--- config.mk ---
export PLATFORM = sky130hd
export DESIGN_NAME = uart_block_tx_arbiter
export DESIGN_NICKNAME = d
export VERILOG_FILES = /design/src/rtl/uart_block_tx_arbiter.sv
export SDC_FILE = /design/constraint.sdc
export NUM_CORES = 1
export LEC_CHECK = 0
export CAP_MARGIN = 40
export CORE_AREA = 8 8 254 256
export DETAILED_ROUTE_END_ITERATION = 6
export DIE_AREA = 0 0 262 264
export SLEW_MARGIN = 5
export SYNTH_ARGS = -nofsm -noshare
export SYNTH_HDL_FRONTEND = slang
export SYNTH_SLANG_ARGS = --single-unit
--- constraint.sdc ---
create_clock -name sys_clk -period 5.3 [get_ports sys_clk]
set_clock_uncertainty 0.05 [all_clocks]
set_input_delay 0.795 -clock sys_clk [delete_from_list [all_inputs] [get_ports sys_clk]]
set_output_delay 0.795 -clock sys_clk [all_outputs]
set_load 0.01 [all_outputs]
--- src/rtl/uart_block_tx_arbiter.sv ---
// Round-robin arbiter sharing one 128-bit block UART transmit channel
// between NREQ producers, with a watchdog on the transceiver's tx_done.
module uart_block_tx_arbiter #(
    parameter int NREQ           = 4,
    parameter int TIMEOUT_CYCLES = 2000000
) (
    input  logic                sys_clk,
    input  logic                sys_rst,
    input  logic [NREQ-1:0]     req_valid,
    input  logic [NREQ*128-1:0] req_data,
    output logic [NREQ-1:0]     req_ready,
    output logic [NREQ-1:0]     req_done,
    output logic [127:0]        tx_data,
    output logic                tx_wr,
    input  logic                tx_done,
    output logic                busy,
    output logic [2:0]          grant_id,
    output logic                timeout_err
);

    typedef enum logic [1:0] {
        S_IDLE,
        S_ISSUE,
        S_WAIT
    } state_t;

    state_t state_q, state_d;

    logic [2:0]      last_grant_q, last_grant_d;
    logic [31:0]     wdog_q, wdog_d;
    logic [127:0]    tx_data_q, tx_data_d;
    logic            tx_wr_q, tx_wr_d;
    logic [NREQ-1:0] req_ready_q, req_ready_d;
    logic [NREQ-1:0] req_done_q, req_done_d;
    logic            busy_q, busy_d;
    logic [2:0]      grant_id_q, grant_id_d;
    logic            timeout_err_q, timeout_err_d;

    // Requests and blocks padded to 8 slots so a 3-bit index always fits.
    logic [7:0]   valid_pad;
    logic [127:0] blk [8];

    assign valid_pad = 8'(req_valid);

    for (genvar i = 0; i < 8; i++) begin : g_blk
        if (i < NREQ) begin : g_on
            assign blk[i] = req_data[i*128 +: 128];
        end else begin : g_off
            assign blk[i] = '0;
        end
    end

    logic       pick_found;
    logic [2:0] pick_idx;
    logic [3:0] cand;
    logic [7:0] ready_sel;
    logic [7:0] done_sel;
    logic       wdog_expired;

    // Rotating priority search starting just after the last served requester.
    always_comb begin
        pick_found = 1'b0;
        pick_idx   = '0;
        cand       = '0;
        for (int k = 1; k <= NREQ; k++) begin
            cand = {1'b0, last_grant_q} + 4'(k);
            if (cand >= 4'(NREQ)) begin
                cand = cand - 4'(NREQ);
            end
            if (!pick_found && valid_pad[cand[2:0]]) begin
                pick_found = 1'b1;
                pick_idx   = cand[2:0];
            end
        end
    end

    assign ready_sel = 8'(1) << pick_idx;
    assign done_sel  = 8'(1) << grant_id_q;

    // Disabled watchdog (TIMEOUT_CYCLES == 0) can never expire.
    assign wdog_expired = (TIMEOUT_CYCLES != 0) &&
                          (wdog_q == 32'(TIMEOUT_CYCLES - 1));

    // Next-state and registered-output logic; pulses default low.
    always_comb begin
        state_d       = state_q;
        last_grant_d  = last_grant_q;
        wdog_d        = wdog_q;
        tx_data_d     = tx_data_q;
        tx_wr_d       = 1'b0;
        req_ready_d   = '0;
        req_done_d    = '0;
        busy_d        = busy_q;
        grant_id_d    = grant_id_q;
        timeout_err_d = 1'b0;
        unique case (state_q)
            S_IDLE: begin
                if (pick_found) begin
                    tx_data_d   = blk[pick_idx];
                    grant_id_d  = pick_idx;
                    req_ready_d = ready_sel[NREQ-1:0];
                    tx_wr_d     = 1'b1;
                    busy_d      = 1'b1;
                    state_d     = S_ISSUE;
                end
            end
            S_ISSUE: begin
                wdog_d  = '0;
                state_d = S_WAIT;
            end
            S_WAIT: begin
                if (tx_done) begin
                    req_done_d   = done_sel[NREQ-1:0];
                    last_grant_d = grant_id_q;
                    busy_d       = 1'b0;
                    state_d      = S_IDLE;
                end else if (wdog_expired) begin
                    timeout_err_d = 1'b1;
                    last_grant_d  = grant_id_q;
                    busy_d        = 1'b0;
                    state_d       = S_IDLE;
                end else if (wdog_q != '1) begin
                    wdog_d = wdog_q + 32'd1;
                end
            end
            default: begin
                state_d = S_IDLE;
            end
        endcase
    end

    // State and output registers with asynchronous reset.
    always_ff @(posedge sys_clk or posedge sys_rst) begin
        if (sys_rst) begin
            state_q       <= S_IDLE;
            last_grant_q  <= 3'(NREQ - 1);
            wdog_q        <= '0;
            tx_data_q     <= '0;
            tx_wr_q       <= 1'b0;
            req_ready_q   <= '0;
            req_done_q    <= '0;
            busy_q        <= 1'b0;
            grant_id_q    <= '0;
            timeout_err_q <= 1'b0;
        end else begin
            state_q       <= state_d;
            last_grant_q  <= last_grant_d;
            wdog_q        <= wdog_d;
            tx_data_q     <= tx_data_d;
            tx_wr_q       <= tx_wr_d;
            req_ready_q   <= req_ready_d;
            req_done_q    <= req_done_d;
            busy_q        <= busy_d;
            grant_id_q    <= grant_id_d;
            timeout_err_q <= timeout_err_d;
        end
    end

    assign tx_data     = tx_data_q;
    assign tx_wr       = tx_wr_q;
    assign req_ready   = req_ready_q;
    assign req_done    = req_done_q;
    assign busy        = busy_q;
    assign grant_id    = grant_id_q;
    assign timeout_err = timeout_err_q;

endmodule

==> impl_metrics.csv <==
group,metric,value,unit
floorplan,die_width,262,um
routing,route.detailed.wl_per_inst,27.82,um
synth,syn_area_per_cell,8.630,um2
global_routing,grt_antenna_before_repair,27,
floorplan,fp.coreArea,60800,um2
routing,totalWireLength,83410,um
run_status,outcome,"complete, no violations",
placed_design,numPortBuffers,660,
min_path,hold_start,"wdog_q[4]",
synth,synth_cell_type_count,65,
clock_tree,htree_levels,4,
clock_tree,insertion_delay,0.49,ns
timing,layout_min_cycle_time,4.184,ns
timing,final.period_utilization,78.95,%
synth,synth_compound_area_share,47.25,%
clock_tree,cts_root_buf,"clkbuf_16",
timing,final-setup-viol-count,0,
routing,dr_total_vias,17590,
synth,largest_family_of_logic_cells_by_synthesized_area,"compound AO/OA/AOI/OAI gates",
synth,post_synth_inst_count,1677,
layout,final_layout_size_suffix_gt1_share,5.479,%
worst_setup_path,worst_ep_required_time,5.65,ns
synth,yosys-mux-area-fraction,1.150,%
global_routing,grt_use_total,22.97,%
routing,firstDrtPassIters,7,
worst_setup_path,cpMaxStageDelayCell,"dfstp_4",
worst_setup_path,worstReg2RegStart,"last_grant_q[0]",
layout,final_util,36.55,%
routing,initialDrtViolationCount,1903,
routing,ant_nets,0,
layout,syn_to_final_growth,53.53,%
timing,max_slew_margin,24.61,%
synth,yosys.area_share.simple,9.225,%
floorplan,fp.dieArea,69170,um2
min_path,worst_hold_path_type,"reg2reg",
clock_tree,number_of_buffers_inserted_during_clock_tree_synthesis,17,
clock_tree,tritoncts,"yes",
timing,final.setup.tns,0,ns
global_routing,largest_net_degree_at_the_start_of_global_routing,167,
min_path,whs_endpoint,"wdog_q[4]",
routing,detail_route.drc_violations,0,
layout,final_net_count,2701,
worst_setup_path,crit_path_frequent_cell,"buf_4",
worst_setup_path,critical_path.startpoint_type,"flop",
clock_tree,post_cts.repair.setup_buffers,0,
synth,synth_seq_area_share,30.97,%
global_routing,gr-total-overflow,0,
worst_setup_path,crit-reg2reg-capture,"tx_data[90]",
power_and_ir_drop,vdd_drop_max,0.7216,mV
synth,synth-edff-count,0,
worst_setup_path,critical_path.top_delay_family,"compound AO/OA/AOI/OAI gates",
placed_design,hpwl,59690,um
synth,synthAdderAreaFrac,0.2594,%
floorplan,top_level_ports,661,
worst_setup_path,critical_path_buf_inv_count,2,
timing,rsz0062_at_grt,"false",
routing,drt-vias-per-instance,5.868,
timing,max_slew.worst_pin.slew,1.131,ns
worst_setup_path,cp_max_fo,57,
synth,synth-main-ff-cell,"dfrtp_1",
layout,seqCellArea,4486,um2
floorplan,floorplan.initialDensity,23.80,%
synth,mappedNetlistArea,14470,um2
worst_setup_path,setup.worst_path.end_class,"flop",
job,drv.max_cap_violation_count,0,
layout,fillers,6230,
timing,hold_viol_final,0,
floorplan,die_h,264,um
layout,layoutNonFillerInstCount,2998,
worst_setup_path,worstPathArrival,4.54,ns
worst_setup_path,worstPathCellList,"buf_4 > mux2_4 > o211a_4 > nor4_1 > o21a_4 > buf_4 > a2111oi_1 > a211oi_1",
synth,synthesis.nets,2199,
clock_tree,cts_max_path_buffers,2,
synth,synth_xor_area_share,0.5447,%
power_and_ir_drop,power-per-cell-area,642.3,nW/um2
floorplan,core.rowCount,91,
timing,final_number_of_max_transition_violations,0,
layout,multi_input_comb_area,8528,um2
global_routing,first_global_vias,17330,
worst_setup_path,reg2regPathDepth,8,
clock_tree,post_cts.resized_instances,0,
synth,synth_async_sr_flop_share,100.0,%
timing,max_freq,239.0,MHz
worst_setup_path,critPathMaxStageDelay,0.72,ns
clock_tree,ctsHoldBuffers,0,
placed_design,numPlacedInstances,2950,
min_path,min_delay_path_depth,1,
synth,synth-warning-count,0,
global_routing,wire_length_of_the_first_global_routing_pass,120500,um
worst_setup_path,critical_path_class,"reg2reg",
clock_tree,clock_sinks,179,
synth,ys_seq_elements,179,
placed_design,globalplace.congestion,0.8968,
clock_tree,worst_setup_hold_path_clk_slew,0.08,ns
worst_setup_path,worst-r2r-setup-slack,1.12,ns
power_and_ir_drop,p_leak,8.577,nW
[cell usage after synthesis, drive strengths merged, types with 6 or more instances]
cell type    n  share of area [%]
a2111oi    128                9.4
nor4         7               0.30
clkbuf     143                3.7
o211a      130                9.0
nor4b        6               0.36
mux2         6               0.49
nor2       157                4.1
nand2       22               0.57
buf         76                3.3
o21ai      141                4.9
xnor2        9               0.54
a21oi       19               0.66
nand4       12               0.52
o31ai       12               0.72
a211oi     257                 13
nor3         7               0.24
and3        13               0.56
o221ai     127                7.7
nand3       15               0.52
inv        138                3.6
dfrtp      177                 31
or4          9               0.47
[layout by cell type, fill, tap and decap left out, types with 17 or more instances in the layout]
master           synthesis  routed
nor2_1                 157     156
o21ai_0                138     138
inv_1                  136     135
a2111oi_2               23      23
o221ai_1               127     127
clkbuf_16                0      17
a211oi_1               255     254
a2111oi_0               32      32
nand2_1                 22      21
diode_2                  0      18
o211a_1                129     129
a21oi_1                 19      19
clkdlybuf4s50_1          0     660
dfrtp_1                177     177
buf_4                    9      26
a2111oi_1               73      73
[metal layers]
metal  global-route usage, %  up-vias  share of wire, %
li1                        -     7714                 -
met1                   27.30     8598                38
met2                   36.71     1067                47
met3                   6.879      200               9.7
met4                   12.67       12               5.5
met5                       0        -              0.10
[worst reg2reg max path: stages, from the launching register on]
cell and delay [ns]:
dfstp_4 0.72, buf_4 0.55, mux2_4 0.38, o211a_4 0.26, nor4_1 0.59, o21a_4 0.72, buf_4 0.50, a2111oi_1 0.12
a211oi_1 0.23
[power breakdown]
group | switching, mW | leakage [nW] | total (mW) | internal [mW]
combinational | 6.67 | 6.22 | 10.6 | 3.93
clock | 0.643 | 0.257 | 1.30 | 0.655
sequential | 0.387 | 2.10 | 2.37 | 1.98
total | 7.70 | 8.58 | 14.3 | 6.57
[logic make-up (layout without fill, tap and decap cells)]
logic type / count (synthesis) / count (layout)
AND/OR/NAND/NOR: 280 / 280
buffers and inverters: 357 / 870
flip-flops: 179 / 179
multiplexers: 13 / 13
XOR/XNOR: 9 / 9
adder cells (fa/ha/maj): 3 / 3
other: 0 / 18
AO/OA/AOI/OAI: 836 / 836
[flip-flops by register name, summed over array words and instances (netlist names), 2 cells and up]
register and count:
req_done 4, wdog_q 32, req_ready 4, state_q 2
last_grant_q 3, grant_id 3, tx_data 128
[how the worst max path moves through the flow]
stage / from / endpoint / slack (ns) / depth (start not counted)
after global placement: req_valid[1] / tx_data[15] / 1.17 / 8
final: last_grant_q[0] / tx_data[90] / 1.12 / 8
after detailed placement: req_valid[0] / tx_data[85] / 1.10 / 8
after floorplan: sys_rst / busy / 2.16 / 1
after global routing: last_grant_q[0] / tx_data[90] / 0.95 / 8
after CTS: last_grant_q[0] / tx_data[84] / 1.12 / 7
[metrics by stage]
step	power [mW]	setup WS, ns	hold slack (ns)	cell area [um2]
6_report	14.27	1.116	0.4898	22220
4_1_cts	14.25	1.121	0.4722	22180
3_5_place_dp	12.91	1.100	0.4638	21640
5_1_grt	15.08	0.9450	0.4807	22210
3_3_place_gp	12.73	1.167	0.4316	21620
2_1_floorplan	8.846	2.162	0.4125	14480
[layout make-up]
cell class / instances / area share (%)
multi-input cells: 1141 / 38.38
diodes: 18 / 0.2027
flip-flops and latches: 179 / 20.19
repair buffers: 702 / 32.01
well taps: 790 / 4.448
clock inverters: 8 / 0.3660
inverters: 138 / 2.359
clock buffers: 22 / 2.044
(Power assumes the default switching activity.)
==> RTL change 1, RTL diff (same settings) <==
The parameter `NREQ` goes from 4 to 5.
--- a/src/rtl/uart_block_tx_arbiter.sv
+++ b/src/rtl/uart_block_tx_arbiter.sv
@@ -1,7 +1,7 @@
 // Round-robin arbiter sharing one 128-bit block UART transmit channel
 // between NREQ producers, with a watchdog on the transceiver's tx_done.
 module uart_block_tx_arbiter #(
-    parameter int NREQ           = 4,
+    parameter int NREQ           = 5,
     parameter int TIMEOUT_CYCLES = 2000000
 ) (
     input  logic                sys_clk,
Ports: changed (resized req_data, req_done, req_ready and req_valid); port bits go from 661 to 792. The function was not compared with the original's and may differ.
==> RTL change 1 against the unedited design <==
Worst setup slack worse by 0.51 ns. Sequential cell count up 2. Routed wire length up 1.3%. Area after synthesis down 5.3%. Final area up 4.9%. Critical endpoint is now tx_data[43].
Power is left out: the tool's default activity adds up to more than one toggle a clock period on the data nets, which glitch-free logic cannot reach.
==> RTL change 1: results (changes against the unedited design) <==
| Metric | Value |
|---|---|
| Routed vias | 16900 (-4.2%) |
| Syn nets | 2353 (+7.0%) |
| Mapped Cells | 1693 (+0.95%) |
| Total global-route track usage | 23.4% (+0.41 points) |
| Final net count | 3060 (+13%) |
| Status | finished clean |
| Clk_lat worst skew | 0.49 ns (about the same) |
| Detailed Routing Iterations Pass 1 | 5 (-2) |
| First-pass GRT wire length | 120000 um (-0.17%) |
| Bufs on Longest Clock Path | 2 (unchanged) |
| Synth Area in XOR/XNOR | 1.47% (+0.93 points) |
| Synth Area in Compound Gates | 32.8% (-14 points) |
| Top fanout value on the critical path | 52 (-8.8%) |
| Multiplexer area fraction after synthesis | 0.703% (-0.45 points) |
| Sequential share of the synthesized area | 33.1% (+2.1 points) |
| Share of post-route cells with drive strength above 1 | 5.68% (+0.20 points) |
| Count of different cell masters after synthesis | 78 (+20%) |
| RePlAce Congestion | 0.942 (+5.0%) |
| Final-layout fill cell count | 6210 (-0.32%) |
| Placed Instances | 3171 (+7.5%) |
| DRT iter0 DRCs | 1183 (-38%) |
| Initial antenna violation count | 13 (-52%) |
| Port bufs | 791 (+20%) |
| CP Data Arrival Time | 5.00 ns (+0.46 ns) |
| Routed wire length | 84500 um (+1.3%) |
| Drt wl/cell | 26.3 um (-5.4%) |
| Post-synth top cells | and3_1 (268), dfrtp_1 (180), a211oi_1 (163), nand2_1 (160), o21ai_1 (107) |
| Post-DP Area | 22700 um2 (+4.8%) |
| Post-placement setup slack | 0.631 ns (-0.469 ns) |
| Adder-cell share of the synthesized area | 1.15% (+0.89 points) |
| Top cells by area, synth | dfrtp_1 (33%), and3_1 (12%), a211oi_1 (8.9%), o31ai_1 (4.4%), nand2_1 (4.4%) |
| Critical path's slowest cell | dfrtp_1 |
| Max_slew headroom | 54.4% (+30 points) |
| Largest net degree at the start of global routing | 111 (-34%) |
-- RTL change 1: cell types whose count changed in the layout (fill, tap and decap cells not counted), moves of 68 or more --
cell / delta
a2111oi_1: -72
a211oi_1: -91
a21boi_0: +68
and3_1: +254
clkdlybuf4s50_1: +131
inv_1: -125
nand2_1: +138
nor2_1: -69
o211a_1: -128
o21ai_1: +107
o221ai_1: -126
o31ai_1: +70
-- RTL change 1: metal layers --
metal | vias to the layer above | track usage [%] | wire (um)
met4 | 6 | 8.15 | 2790
met1 | 8186 | 27.2 | 33300
met2 | 734 | 38.7 | 39900
met5 | - | 0 | 41
li1 | 7804 | - | -
met3 | 120 | 9.24 | 8420
-- RTL change 1: path summary, 6_finish.rpt --
path                       slack, ns             from          end  cells past startpoint
setup / recovery                0.60  last_grant_q[0]  tx_data[43]                     15
hold / removal                  0.43      tx_data[41]  tx_data[41]                      2
setup reg to reg                0.60  last_grant_q[0]  tx_data[43]                     15
hold reg to reg                 0.43      tx_data[41]  tx_data[41]                      2
max in group asynchronous       3.69          sys_rst  tx_data[11]                      4
min in group asynchronous       0.50          sys_rst  req_done[2]                      2
-- RTL change 1: kinds of logic after synthesis --
kind of cell | Yosys count
AO/OA/AOI/OAI | 653
XOR/XNOR | 23
adder cells (fa/ha/maj) | 12
buffers and inverters | 191
flip-flops | 181
multiplexers | 9
AND/OR/NAND/NOR | 624
-- RTL change 1: worst min-delay path, stage by stage, from the launching register on --
cell,delay (ns)
dfrtp_1,0.34
nand2_1,0.05
o31ai_1,0.05
-- RTL change 1: area by class of cell --
class | count | share of cell area (%)
clock buffer | 18 | 1.88
timing repair buffer | 865 | 37.7
clock inverter | 14 | 0.677
tap | 790 | 4.24
multi-input combinational | 1321 | 35.7
sequential | 181 | 19.4
inverter | 14 | 0.263
antenna | 9 | 0.0967
==> RTL change 2, RTL diff (same settings) <==
Made on the original files. The output `timeout_err` loses its register stage (`timeout_err_q` becomes a continuous assignment).
--- a/src/rtl/uart_block_tx_arbiter.sv
+++ b/src/rtl/uart_block_tx_arbiter.sv
@@ -141,7 +141,6 @@
             req_done_q    <= '0;
             busy_q        <= 1'b0;
             grant_id_q    <= '0;
-            timeout_err_q <= 1'b0;
         end else begin
             state_q       <= state_d;
             last_grant_q  <= last_grant_d;
@@ -152,9 +151,10 @@
             req_done_q    <= req_done_d;
             busy_q        <= busy_d;
             grant_id_q    <= grant_id_d;
-            timeout_err_q <= timeout_err_d;
         end
     end
+
+    assign timeout_err_q = timeout_err_d;
 
     assign tx_data     = tx_data_q;
     assign tx_wr       = tx_wr_q;
Formal check against the unedited RTL: no difference found for any inputs over 4 cycles, from zero or initial values and one cycle with sys_rst high; that may be too few to reach the edited logic, so the function may still have changed.
==> RTL change 2 against the unedited design <==
First-iteration DRC count decreased by 25%. Sequential cell count decreased by 1. Routed wire length barely moved. Final area rose by 0.17%. Worst setup slack worse by 0.16 ns. Area after synthesis fell by 0.17%. Total power grew 0.83%. Die area unchanged. Critical endpoint is now tx_data[10]. Highest routed layer unchanged.
==> RTL change 2: results (changes against the unedited design) <==
| Metric | Value |
|---|---|
| Syn nets | 2198 (-0.045%) |
| Final net count | 2690 (-0.41%) |
| Initial antenna violation count | 34 (+26%) |
| Status | finished clean |
| Synth warn | 0 (unchanged) |
| Asr flop ratio synth | 100% (unchanged) |
| Drt wl/cell | 27.9 um (+0.30%) |
| Adder-cell share of the synthesized area | 0.260% (+0.00045 points) |
| Multiplexer area fraction after synthesis | 1.15% (+0.0020 points) |
| CP max stage delay | 0.95 ns (+0.23 ns) |
| Largest net degree at the start of global routing | 135 (-19%) |
| CP Data Arrival Time | 4.70 ns (+0.16 ns) |
| Top fanout value on the critical path | 49 (-14%) |
| CTS Buf Count | 17 (unchanged) |
| Post-synth top cells | a211oi_1 (255), dfrtp_1 (176), nor2_1 (157), clkbuf_1 (140), o21ai_0 (138) |
| Final-layout fill cell count | 6152 (-1.3%) |
| First-pass GRT wire length | 121000 um (+0.39%) |
| Bufs on Longest Clock Path | 2 (unchanged) |
| DRT iter0 DRCs | 1422 (-25%) |
| Vias in the first global route | 17700 (+1.9%) |
| Worst slew pin tran | 0.947 ns (-0.184 ns) |
| Detailed Routing Iterations Pass 1 | 6 (-1) |
| Post-CTS sizing | 0 (unchanged) |
| Via-to-Cell Ratio | 5.80 (-1.1%) |
| Dpl hpwl | 58400 um (-2.1%) |
| Synth Area in Compound Gates | 47.3% (+0.082 points) |
| Sequential share of the synthesized area | 30.8% (-0.12 points) |
| Leak Pwr | 8.58 nW (about the same) |
| RePlAce Congestion | 0.913 (+1.8%) |
| Share of post-route cells with drive strength above 1 | 5.32% (-0.16 points) |
| Synth Area in XOR/XNOR | 0.546% (+0.00094 points) |
| Crit-path leading delay family | compound AO/OA/AOI/OAI gates |
| Top cells by area, synth | dfrtp_1 (30%), a211oi_1 (13%), o211a_1 (8.9%), o221ai_1 (7.7%), a2111oi_1 (5.1%) |
| Worst vdd ir | 0.796 mV (+10%) |
| Total global-route track usage | 23.1% (+0.083 points) |
[RTL change 2: cells by family (layout without fill, tap and decap cells)]
| group | count (synthesis) | count (layout) |
|---|---|---|
| other | 0 | 21 |
| AO/OA/AOI/OAI | 836 | 836 |
| buffers and inverters | 357 | 862 |
| AND/OR/NAND/NOR | 280 | 280 |
| adder cells (fa/ha/maj) | 3 | 3 |
| multiplexers | 13 | 13 |
| flip-flops | 178 | 178 |
| XOR/XNOR | 9 | 9 |
[RTL change 2: metrics by stage]
stage	area, um2	std cells	worst slack, ns
2_1_floorplan	14500	1676	2.18
3_3_place_gp	21500	2938	1.04
3_5_place_dp	21600	2939	1.01
4_1_cts	22200	2971	0.978
5_1_grt	22200	2986	0.752
6_report	22300	2992	0.951
[RTL change 2: where the power goes]
| group | switching (W) | internal [W] | total (W) |
|---|---|---|---|
| registers | 0.000444 | 0.00197 | 0.00242 |
| clock network | 0.000725 | 0.000729 | 0.00145 |
| logic | 0.00664 | 0.00388 | 0.0105 |
| total | 0.00781 | 0.00658 | 0.0144 |
[RTL change 2: cell type report]
| cell class | instances | area (um2) | share of cell area (%) |
|---|---|---|---|
| timing repair buffer | 692 | 7070 | 31.7 |
| multi-input combinational | 1141 | 8530 | 38.3 |
| tap | 790 | 988 | 4.44 |
| antenna | 21 | 52.6 | 0.236 |
| clock inverter | 15 | 211 | 0.950 |
| inverter | 138 | 524 | 2.36 |
| clock buffer | 17 | 425 | 1.91 |
| sequential | 178 | 4460 | 20.0 |
[RTL change 2: worst paths after layout]
path	to	depth (start not counted)	startpoint	slack, ns
max	tx_data[10]	9	last_grant_q[0]	0.95
min	wdog_q[4]	1	wdog_q[4]	0.50
max reg2reg	tx_data[10]	9	last_grant_q[0]	0.95
min reg2reg	wdog_q[4]	1	wdog_q[4]	0.50
max in group asynchronous	tx_data[115]	3	sys_rst	3.48
min in group asynchronous	state_q[1]	2	sys_rst	0.62
[RTL change 2: worst register-to-register path, cell delays in order, from the launching register on]
cell       delay [ns]
dfstp_4          0.95
buf_4            0.58
mux2_4           0.36
o211a_4          0.26
o41a_4           0.65
o21ai_4          0.35
buf_12           0.31
buf_4            0.36
a2111oi_1        0.16
a211oi_1         0.24
[RTL change 2: metal layers]
metal  vias up  routed length, um  part of all wire (%)  GRT usage, %
li1       7688                  -                     -             -
met5         -                177                  0.21             0
met3       186               7360                   8.8          7.23
met2       947              39700                    48          37.6
met4        28               4010                   4.8          11.4
met1      8517              32200                    39          27.1
